**config.mk**
```make
export PLATFORM = sky130hd
export DESIGN_NAME = tcb_peri_gpio_arb
export DESIGN_NICKNAME = d
export VERILOG_FILES = /design/src/rtl/tcb_peri_gpio_arb.sv
export SDC_FILE = /design/constraint.sdc
export NUM_CORES = 1
export LEC_CHECK = 0
export ABC_AREA = 1
export BUFFER_PORTS_ARGS = -buffer_cell sky130_fd_sc_hd__buf_2
export CAP_MARGIN = 20
export CORE_UTILIZATION = 36
export DETAILED_ROUTE_END_ITERATION = 10
export PLACE_DENSITY = 0.75
export RECOVER_POWER = 25
export SLEW_MARGIN = 5
export SYNTH_ARGS = -nofsm -noshare
export SYNTH_HDL_FRONTEND = slang
export SYNTH_SLANG_ARGS = --single-unit
```
**constraint.sdc**
```tcl
create_clock -name clk -period 1.69 [get_ports clk]
set_input_delay 0.2535 -clock clk [delete_from_list [all_inputs] [get_ports clk]]
set_output_delay 0.2535 -clock clk [all_outputs]
set_load 0.05 [all_outputs]
```
**src/rtl/tcb_peri_gpio_arb.sv**
```systemverilog
// ============================================================================
// tcb_peri_gpio_arb
//
// Round-robin arbiter that lets several system managers (CPU, DMA, debug)
// share the register interface of one GPIO controller. Each requester gets a
// valid/ready request channel and a registered one-cycle response. A requester
// can hold a lock so that read-modify-write sequences on the GPIO output and
// enable registers are atomic. A lock timeout frees the interface if the lock
// owner stops issuing transfers.
//
// Parameters:
//   REQ_NUM  number of requesters (1..8)
//   SYS_DAT  register data width
//   SYS_ADR  register word address width
//   LCK_TMO  idle cycles a lock may last without an owner transfer (0 = never)
//
// Ports:
//   clk, rst   system clock, asynchronous active-high reset
//   req_vld    per-requester request valid
//   req_rdy    per-requester request ready (the grant)
//   req_wen    per-requester direction, 1 = write, 0 = read
//   req_lck    per-requester lock request, keeps the grant after this transfer
//   req_adr    packed addresses, requester i at [i*SYS_ADR +: SYS_ADR]
//   req_wdt    packed write data, requester i at [i*SYS_DAT +: SYS_DAT]
//   rsp_vld    per-requester one-cycle response pulse
//   rsp_rdt    shared read data, qualified by rsp_vld
//   sys_wen    GPIO write enable, sys_wad/sys_wdt write address and data
//   sys_ren    GPIO read enable, sys_rad read address
//   sys_rdt    GPIO read data, valid in the same cycle as sys_ren
//   lck_tmo    one-cycle pulse when a lock has been released by timeout
// ============================================================================
module tcb_peri_gpio_arb #(
    parameter int unsigned REQ_NUM = 2,
    parameter int unsigned SYS_DAT = 32,
    parameter int unsigned SYS_ADR = 3,
    parameter int unsigned LCK_TMO = 16
) (
    input  logic                       clk,
    input  logic                       rst,
    input  logic [REQ_NUM-1:0]         req_vld,
    output logic [REQ_NUM-1:0]         req_rdy,
    input  logic [REQ_NUM-1:0]         req_wen,
    input  logic [REQ_NUM-1:0]         req_lck,
    input  logic [REQ_NUM*SYS_ADR-1:0] req_adr,
    input  logic [REQ_NUM*SYS_DAT-1:0] req_wdt,
    output logic [REQ_NUM-1:0]         rsp_vld,
    output logic [SYS_DAT-1:0]         rsp_rdt,
    output logic                       sys_wen,
    output logic [SYS_ADR-1:0]         sys_wad,
    output logic [SYS_DAT-1:0]         sys_wdt,
    output logic                       sys_ren,
    output logic [SYS_ADR-1:0]         sys_rad,
    input  logic [SYS_DAT-1:0]         sys_rdt,
    output logic                       lck_tmo
);

    localparam int unsigned PTR_W = (REQ_NUM > 1) ? $clog2(REQ_NUM) : 1;
    localparam int unsigned TMO_W = (LCK_TMO > 0) ? $clog2(LCK_TMO + 1) : 1;

    // One extra bit so ptr+offset can be reduced modulo REQ_NUM without wrap.
    localparam logic [PTR_W:0]   REQ_NUM_X = (PTR_W + 1)'(REQ_NUM);
    localparam logic [PTR_W-1:0] PTR_LAST  = PTR_W'(REQ_NUM - 1);

    // Elaboration-time parameter sanity checks.
    if (REQ_NUM < 1 || REQ_NUM > 8) begin : g_bad_req_num
        $error("tcb_peri_gpio_arb: REQ_NUM must be in 1..8");
    end
    if (SYS_ADR < 1) begin : g_bad_sys_adr
        $error("tcb_peri_gpio_arb: SYS_ADR must be at least 1");
    end

    typedef enum logic {
        IDLE = 1'b0,
        LOCK = 1'b1
    } state_t;

    state_t             state;
    state_t             nxt_state;
    logic [PTR_W-1:0]   ptr;
    logic [PTR_W-1:0]   nxt_ptr;
    logic [PTR_W-1:0]   owner;
    logic [PTR_W-1:0]   nxt_owner;

    logic [2*REQ_NUM-1:0] vld_dbl;
    logic [REQ_NUM-1:0]   vld_rot;
    logic [PTR_W-1:0]     off;
    logic                 fnd;
    logic [PTR_W:0]       sum;
    logic [PTR_W-1:0]     gnt;
    logic [PTR_W-1:0]     gnt_inc;
    logic                 gnt_vld;
    logic                 sel_wen;
    logic                 sel_lck;
    logic [REQ_NUM-1:0]   rdy_raw;
    logic                 tmo_hit;

    // Grant selection. In IDLE the valid vector is doubled and rotated right
    // by ptr, so the lowest set bit of the rotated vector is the first valid
    // requester at or after ptr; adding that offset back to ptr (mod REQ_NUM)
    // gives the granted index. In LOCK only the owner can be granted, whether
    // or not it is currently valid, so the address/data muxes follow it.
    always_comb begin
        vld_dbl = {req_vld, req_vld};
        vld_rot = REQ_NUM'(vld_dbl >> ptr);
        fnd     = 1'b0;
        off     = '0;
        for (int k = int'(REQ_NUM) - 1; k >= 0; k--) begin
            if (vld_rot[k]) begin
                fnd = 1'b1;
                off = PTR_W'(k);
            end
        end
        sum = {1'b0, ptr} + {1'b0, off};
        if (sum >= REQ_NUM_X) begin
            sum = sum - REQ_NUM_X;
        end
        if (state == LOCK) begin
            gnt     = owner;
            gnt_vld = req_vld[owner];
        end else begin
            gnt     = fnd ? sum[PTR_W-1:0] : '0;
            gnt_vld = fnd;
        end
    end

    // Fields of the granted requester and the rotation successor of the grant.
    // gnt_vld is the transfer itself: the grant only exists while that
    // requester is valid, and response state never stalls it.
    always_comb begin
        sel_wen = req_wen[gnt];
        sel_lck = req_lck[gnt];
        gnt_inc = (gnt == PTR_LAST) ? '0 : gnt + PTR_W'(1);
        rdy_raw = '0;
        if (gnt_vld) begin
            rdy_raw[gnt] = 1'b1;
        end
    end

    // Outputs to the requesters and the GPIO controller. Enables and grants
    // are forced low while reset is held so nothing reaches the controller
    // during reset; address and data simply follow the selected slice.
    always_comb begin
        req_rdy = rdy_raw & {REQ_NUM{~rst}};
        sys_wen = gnt_vld & sel_wen & ~rst;
        sys_ren = gnt_vld & ~sel_wen & ~rst;
        sys_wad = req_adr[int'(gnt)*SYS_ADR +: SYS_ADR];
        sys_rad = req_adr[int'(gnt)*SYS_ADR +: SYS_ADR];
        sys_wdt = req_wdt[int'(gnt)*SYS_DAT +: SYS_DAT];
    end

    // Lock timeout counter, only built when a timeout is configured. It counts
    // LOCK cycles without an owner transfer and fires when it has already
    // seen LCK_TMO-1 such cycles and the current cycle is idle too, so a lock
    // survives exactly LCK_TMO idle cycles.
    if (LCK_TMO > 0) begin : g_tmo
        localparam logic [TMO_W-1:0] TMO_END = TMO_W'(LCK_TMO - 1);
        logic [TMO_W-1:0] tmo_cnt;

        assign tmo_hit = (state == LOCK) & ~gnt_vld & (tmo_cnt == TMO_END);

        // Cleared outside LOCK, on every owner transfer and on release;
        // otherwise counts up and saturates.
        always_ff @(posedge clk or posedge rst) begin
            if (rst) begin
                tmo_cnt <= '0;
            end else if (state != LOCK || gnt_vld || tmo_hit) begin
                tmo_cnt <= '0;
            end else if (tmo_cnt != '1) begin
                tmo_cnt <= tmo_cnt + TMO_W'(1);
            end
        end
    end else begin : g_no_tmo
        assign tmo_hit = 1'b0;
    end

    // Arbitration state machine, next-state half. A locking transfer in IDLE
    // takes ownership without moving ptr; any release (unlocking transfer or
    // timeout) moves ptr just past the releasing requester so the others get
    // the next turn.
    always_comb begin
        nxt_state = state;
        nxt_ptr   = ptr;
        nxt_owner = owner;
        case (state)
            IDLE: begin
                if (gnt_vld) begin
                    if (sel_lck) begin
                        nxt_state = LOCK;
                        nxt_owner = gnt;
                    end else begin
                        nxt_ptr = gnt_inc;
                    end
                end
            end
            LOCK: begin
                if (gnt_vld) begin
                    if (!sel_lck) begin
                        nxt_state = IDLE;
                        nxt_ptr   = gnt_inc;
                    end
                end else if (tmo_hit) begin
                    nxt_state = IDLE;
                    nxt_ptr   = gnt_inc;
                end
            end
            default: begin
                nxt_state = IDLE;
            end
        endcase
    end

    // Arbitration state machine, register half.
    always_ff @(posedge clk or posedge rst) begin
        if (rst) begin
            state <= IDLE;
            ptr   <= '0;
            owner <= '0;
        end else begin
            state <= nxt_state;
            ptr   <= nxt_ptr;
            owner <= nxt_owner;
        end
    end

    // Registered response path. Every transfer answers on the next cycle on
    // its own rsp_vld bit; read data is captured from the controller, writes
    // leave the last read value in place. The timeout pulse is registered
    // alongside so it lines up with the first cycle back in IDLE.
    always_ff @(posedge clk or posedge rst) begin
        if (rst) begin
            rsp_vld <= '0;
            rsp_rdt <= '0;
            lck_tmo <= 1'b0;
        end else begin
            rsp_vld <= rdy_raw;
            if (gnt_vld && !sel_wen) begin
                rsp_rdt <= sys_rdt;
            end
            lck_tmo <= tmo_hit;
        end
    end

endmodule

```
---- Word level (Yosys, flattened, before mapping) ----
Cells that the tools add are included.
operators by class
  add/sub/neg operators ................... 4
  $mul .................................... 1
  magnitude comparators ................... 4
  eq/ne operators ......................... 4
  shift-type cells ........................ 3
  mux-type cells .......................... 29
  bitwise gates (word level) .............. 11
  reductions and logical operators ........ 8
operator list
  operator                                                                       number
  64-bit by 7-bit variable part select with 32-bit output                        1
  1-bit two-way mux                                                              23
  5-bit two-way mux                                                              2
  1-bit AND                                                                      6
  6-bit by 4-bit variable part select with 3-bit output                          1
  5-bit by 1-bit adder with 5-bit output (second input constant)                 1
  5-bit by 4-bit equality test with 1-bit output (second input constant)         1
  5-bit != test (second input constant)                                          1
  1-bit by 2-bit less-than comparator with 1-bit output (second input constant)  2
  1-bit NOT                                                                      4
  1-bit one-hot mux with 2 select lines                                          2
  4-bit by 1-bit >> shifter with 2-bit output                                    1
  1-bit by 2-bit multiplier with 3-bit output (second input constant)            1
  3-bit by 1-bit != test with 1-bit output (second input constant)               1
  3-bit AND reduction                                                            1
  1-bit by 1-bit adder with 2-bit output                                         1
  2-bit AND                                                                      1
  2-bit greater-or-equal comparator (second input constant)                      1
  1-bit logical AND                                                              2
  1-bit logical OR                                                               2
  2-bit two-way mux                                                              1
  2-bit != test (second input constant)                                          1
  2-bit AND reduction                                                            1
  2-bit nonzero test                                                             1
  5 further kinds                                                                5
word-level totals
  register bits ........................... 43
  input port bits ......................... 110
  output and inout port bits .............. 77
  logic and storage cells ................. 71

---- Longest topological paths before layout ----
  depth after elaboration ................. 14
  depth in mapped cells ................... 10
  gate-level depth less buffers ........... 9

---- Worst setup path after synthesis ----
OpenSTA, ideal clock, no wires.
  path kind ............................... input to output
  start point ............................. in rst
  end point ............................... out sys_wen
  arrival ................................. 2.139 ns
  data required time ...................... 1.436 ns
  slack ................................... -0.703 ns
  stages on the path ...................... 3
  path buffers ............................ 0
  cell sequence ........................... inv_1 nand2_1 a21oi_1
on the way
  cells in the longest elaborated chain, start to end .. 2
ends and longest elaborated chain
  what         RTL line  RTL
  from (decl)  39        input logic rst,
  1-bit NOT    144       sys_wen = gnt_vld & sel_wen & ~rst;
  1-bit AND    144
  to (decl)    48        output logic sys_wen,
Every way passes these cells.

---- Worst setup path in the final report ----
  start point ............................. reg ptr
  end point ............................... out sys_wdt[12]
on the way
  cells in the longest elaborated chain, start to end .. 9
  elaborated cells on any way between the ends .. 11
  those cells by class .................... 2 x add/sub; 1 x order compare; 2 x shift; 6 x mux
ends and longest elaborated chain
  what                                                                          RTL line  RTL
  from (decl)                                                                   79        logic [PTR_W-1:0] ptr;
  from (signal assigned)                                                        220       ptr <= nxt_ptr;
  4-bit by 1-bit >> shifter with 2-bit output                                   104       vld_rot = REQ_NUM'(vld_dbl >> ptr);
  1-bit two-way mux (2 in series)                                               108       if (vld_rot[k]) begin
  1-bit by 1-bit adder with 2-bit output                                        113       sum = {1'b0, ptr} + {1'b0, off};
  2-bit greater-or-equal comparator / 1-bit subtractor (equally long branches)  114, 115
  1-bit two-way mux                                                             114       if (sum >= REQ_NUM_X) begin
  1-bit two-way mux (*)                                                         121       gnt = fnd ? sum[PTR_W-1:0] : '0;
  1-bit two-way mux (*)                                                         117       if (state == LOCK) begin
  64-bit by 7-bit variable part select with 32-bit output (*)                   148       sys_wdt = req_wdt[int'(gnt)*SYS_DAT +: SYS_DAT];
  to (decl)                                                                     50        output logic [SYS_DAT-1:0] sys_wdt,
Mark *: on every way between the ends. The rest lies on a longest branch, timed or not.

==> results.md <==
- The number of vias after detailed routing is 2856.
- The number of global-route vias before repair is 2718.
- In the routed design, unresolved DRC markers number 0.
- The number of cells on the worst hold path is 3.
- The number of setup violations in the final report is 42.
- The signal arrival time at the worst endpoint is 1660 ps.
- In this run the static leakage power is 0.00248 uW.
- The most frequent standard cell in the layout excluding fill and tap cells is sky130_fd_sc_hd__buf_2.
- The cell chosen for the clock root is sky130_fd_sc_hd__clkbuf_8.
- The number of antenna violations at the first check in global routing was 0.
- The slack of the worst reg-to-reg path is 50 ps.
- The depth of the most critical reg-to-reg path is 8.
- The die covers 0.00698 mm2.
- For this design the top-level I/O count stands at 187.
- Setup repair after global routing could not meet its margin everywhere.
- The count of different cell masters after synthesis is 21.
- The cell area after placement is 0.00347 mm2.
- The smallest clock period supported by the final layout is computed as 1910 ps.
- The maximum level of the CTS H-tree is 2.
- The final critical-path setup slack is -224 ps.
- Once detail routing completed, the nets flagged for antenna violations numbered 0.
- The repair_antennas step left the layout with diodes totalling 0.
- The maximum clock rate is 0.522 GHz.
- The headroom to the max-slew limit is 30.8%.
- Row generation in the floorplan step produced 29 rows.
- The number of detailed-route iterations in the first pass is 4.
- Entering global routing, the biggest net connects 65 pins.
- In the finished design, the share of the clock period the worst path needs comes to 113%.
- The combined area of all synthesized cells is 0.00239 mm2.
- The number of CTS-inserted buffers is 5.
- From synthesis to final layout, the design area changed by 79.2%.
- The number of hold violations in the final report came to 0.
- After clock tree synthesis, the clock-pin slew on the worst setup and hold paths is 90 ps.
- The path category of the worst min-delay check is primary input to flop.
- The number of slew-limit violations in the final report is 0.
- Of all nets on the critical path, the largest fanout is 14.
- The sequential share of the synthesized area is approximately 45%.
- The setup clock skew after layout is around 6.1 ps.
- The clock net in this run drives a total of 43 sinks.
- In this run the power density over the cells is roughly 2200 mW/mm2.
- By startpoint and endpoint, the worst setup path is classified as flop to output pin.
- Once the floorplan was initialized, standard cells occupied between 30% and 40% of the core.
- The clock reaches the later pin of the worst-skew pair after between 200 and 300 ps.
- The slew at the pin closest to its max-slew limit is 1040 ps.
- VDD sags by at most 1.44 mV.
- The clock passes through at most 2 buffers.
- The routed design has 8.66 mm of wire.
- The net total in the final layout is roughly 650.
- The combined global-route utilization of all metal layers is around a fifth.
- The mean post-synth cell area is 7.15 um2.
- After routing the design area is 0.00429 mm2.
- The total overflow left after global routing is 0.
- TritonCTS built the clock tree.
- The global-route wire length before repair is 12.3 mm.
- During placement, the flow inserted port buffers numbering 186.
- The required time of the critical path is around 1400 ps.
- The post-synthesis cell count is 335.
- The initial DRC count is 83.
- The run finished, with violations left.
- The die height is 83.6 um.
- The count of warnings emitted by yosys is 0.
- The estimated wirelength of the detail-placed design is 5.23 mm.
- The number of storage elements in the synthesis netlist is 43.
- The tool flagged a number of max-cap violations equal to 0.
- Total power for the finished layout comes to 9490 uW.
- Dividing the detail-routed via count by the number of cells gives between 4 and 5.
- STA classifies the critical path endpoint as an output pin.
- Of the cells placed in the final design, the portion with a size suffix greater than 1 is 53.1%.
- The post-synthesis net count is 448.
- Dividing the detail-routed wire length by the instance count gives between 10 and 15 um.
- Measured along the x axis, the die boundary spans around 84 um.
- The final reports fail on setup timing.
- The placeable core area is 0.00639 mm2.
- The library cells used most frequently in the layout, excluding fill and tap cells, are 143 x sky130_fd_sc_hd__buf_2, 126 x sky130_fd_sc_hd__nand2_1, 43 x sky130_fd_sc_hd__inv_1, 41 x sky130_fd_sc_hd__dfrtp_1, 31 x sky130_fd_sc_hd__buf_6.
- The global placer's final weighted congestion is 0.867.
- The launching element type of the critical path is a flop.
-- what timing repair did --
| item | CTS | global route |
|---|---|---|
| buffers inserted | 4 | 5 |
| cloned | 0 | 5 |
| pin swaps | 4 | 13 |
| setup endpoints to repair | 45 | 81 |
| resized for setup | 88 | 71 |
| hold buffers | 0 | 0 |
-- per-layer routing --
layer | vias to the layer above | track usage (%) | wire length, um
met5 | - | 0 | 0
met4 | 0 | 6.01 | 136
met3 | 20 | 6.33 | 642
met2 | 131 | 37.5 | 4450
met1 | 1300 | 25.3 | 3430
li1 | 1405 | - | -
-- cells by family after synthesis --
| group | Yosys count | share of synthesized area, % |
|---|---|---|
| xor gates and xnor gates | 1 | 0.366 |
| buffers and inverters | 63 | 12.5 |
| AOI/OAI and AO/OA | 38 | 10.1 |
| adders and majority gates | 3 | 1.57 |
| and+or+nand+nor | 187 | 30.5 |
| DFF | 43 | 44.9 |
-- worst max-delay path, cell delays in order (launching register included) --
cell and delay, ps:
sky130_fd_sc_hd__dfrtp_1 410, sky130_fd_sc_hd__inv_1 80, sky130_fd_sc_hd__nand2_1 100, sky130_fd_sc_hd__nand2_4 120, sky130_fd_sc_hd__nand2_8 100, sky130_fd_sc_hd__inv_8 90, sky130_fd_sc_hd__buf_8 140, sky130_fd_sc_hd__nand2_1 90
sky130_fd_sc_hd__nand2_2 90, sky130_fd_sc_hd__buf_6 160
-- final timing paths --
kind | endpoint | startpoint
hold reg to reg | rsp_rdt[10] | rsp_rdt[10]
setup reg to reg | rsp_rdt[22] | state
min in group asynchronous | lck_tmo | rst
setup / recovery | sys_wdt[12] | ptr
max in group asynchronous | owner | rst
hold / removal | rsp_rdt[14] | sys_rdt[14]
-- layout make-up --
cell class                      count  area, um2
Fill cell                         527       2100
Timing Repair Buffer              209       1570
Multi-Input combinational cell    229       1240
Sequential cell                    43       1080
Inverter                           46        184
Tap cell                           77       96.3
Clock buffer                        6       82.6
Clock inverter                      2       38.8
-- flip-flops by register name, summed over array words and instances, names as in the netlist --
signal	count
g_tmo.tmo_cnt	5
lck_tmo	1
owner	1
ptr	1
rsp_rdt	32
rsp_vld	2
state	1
-- Yosys cell counts (all sizes together) --
| cell type | n | share of area (%) |
|---|---|---|
| a21oi | 4 | 0.84 |
| buf | 15 | 5.0 |
| clkbuf | 2 | 0.31 |
| dfrtp | 43 | 45 |
| ha | 3 | 1.6 |
| inv | 46 | 7.2 |
| nand2 | 164 | 26 |
| nand3 | 8 | 1.9 |
| nand4 | 2 | 0.52 |
| nor2 | 12 | 1.9 |
| nor3 | 1 | 0.21 |
| o21ai | 34 | 9.3 |
| xor2 | 1 | 0.37 |
-- power breakdown --
part,internal (uW),leakage (uW),switching [uW]
sequential,1470,0.000535,245
combinational,2250,0.00188,4670
clock,486,0.0000618,367
total,4210,0.00248,5280
-- per-stage QoR --
| stage | cells | TNS, ps | worst slack (ps) | hold slack (ps) | utilization, % |
|---|---|---|---|---|---|
| floorplan | 335 | -142 | -142 | 256 | - |
| global placement | 590 | 0 | 7.43 | 457 | 54.3 |
| detailed placement | 590 | -654 | -62.3 | 463 | 54.3 |
| CTS | 602 | -4790 | -146 | 177 | 60.9 |
| global route | 612 | -11190 | -294 | 177 | 67.2 |
| finish | 612 | -7250 | -224 | 181 | 67.2 |
(Power assumes the default switching activity.)
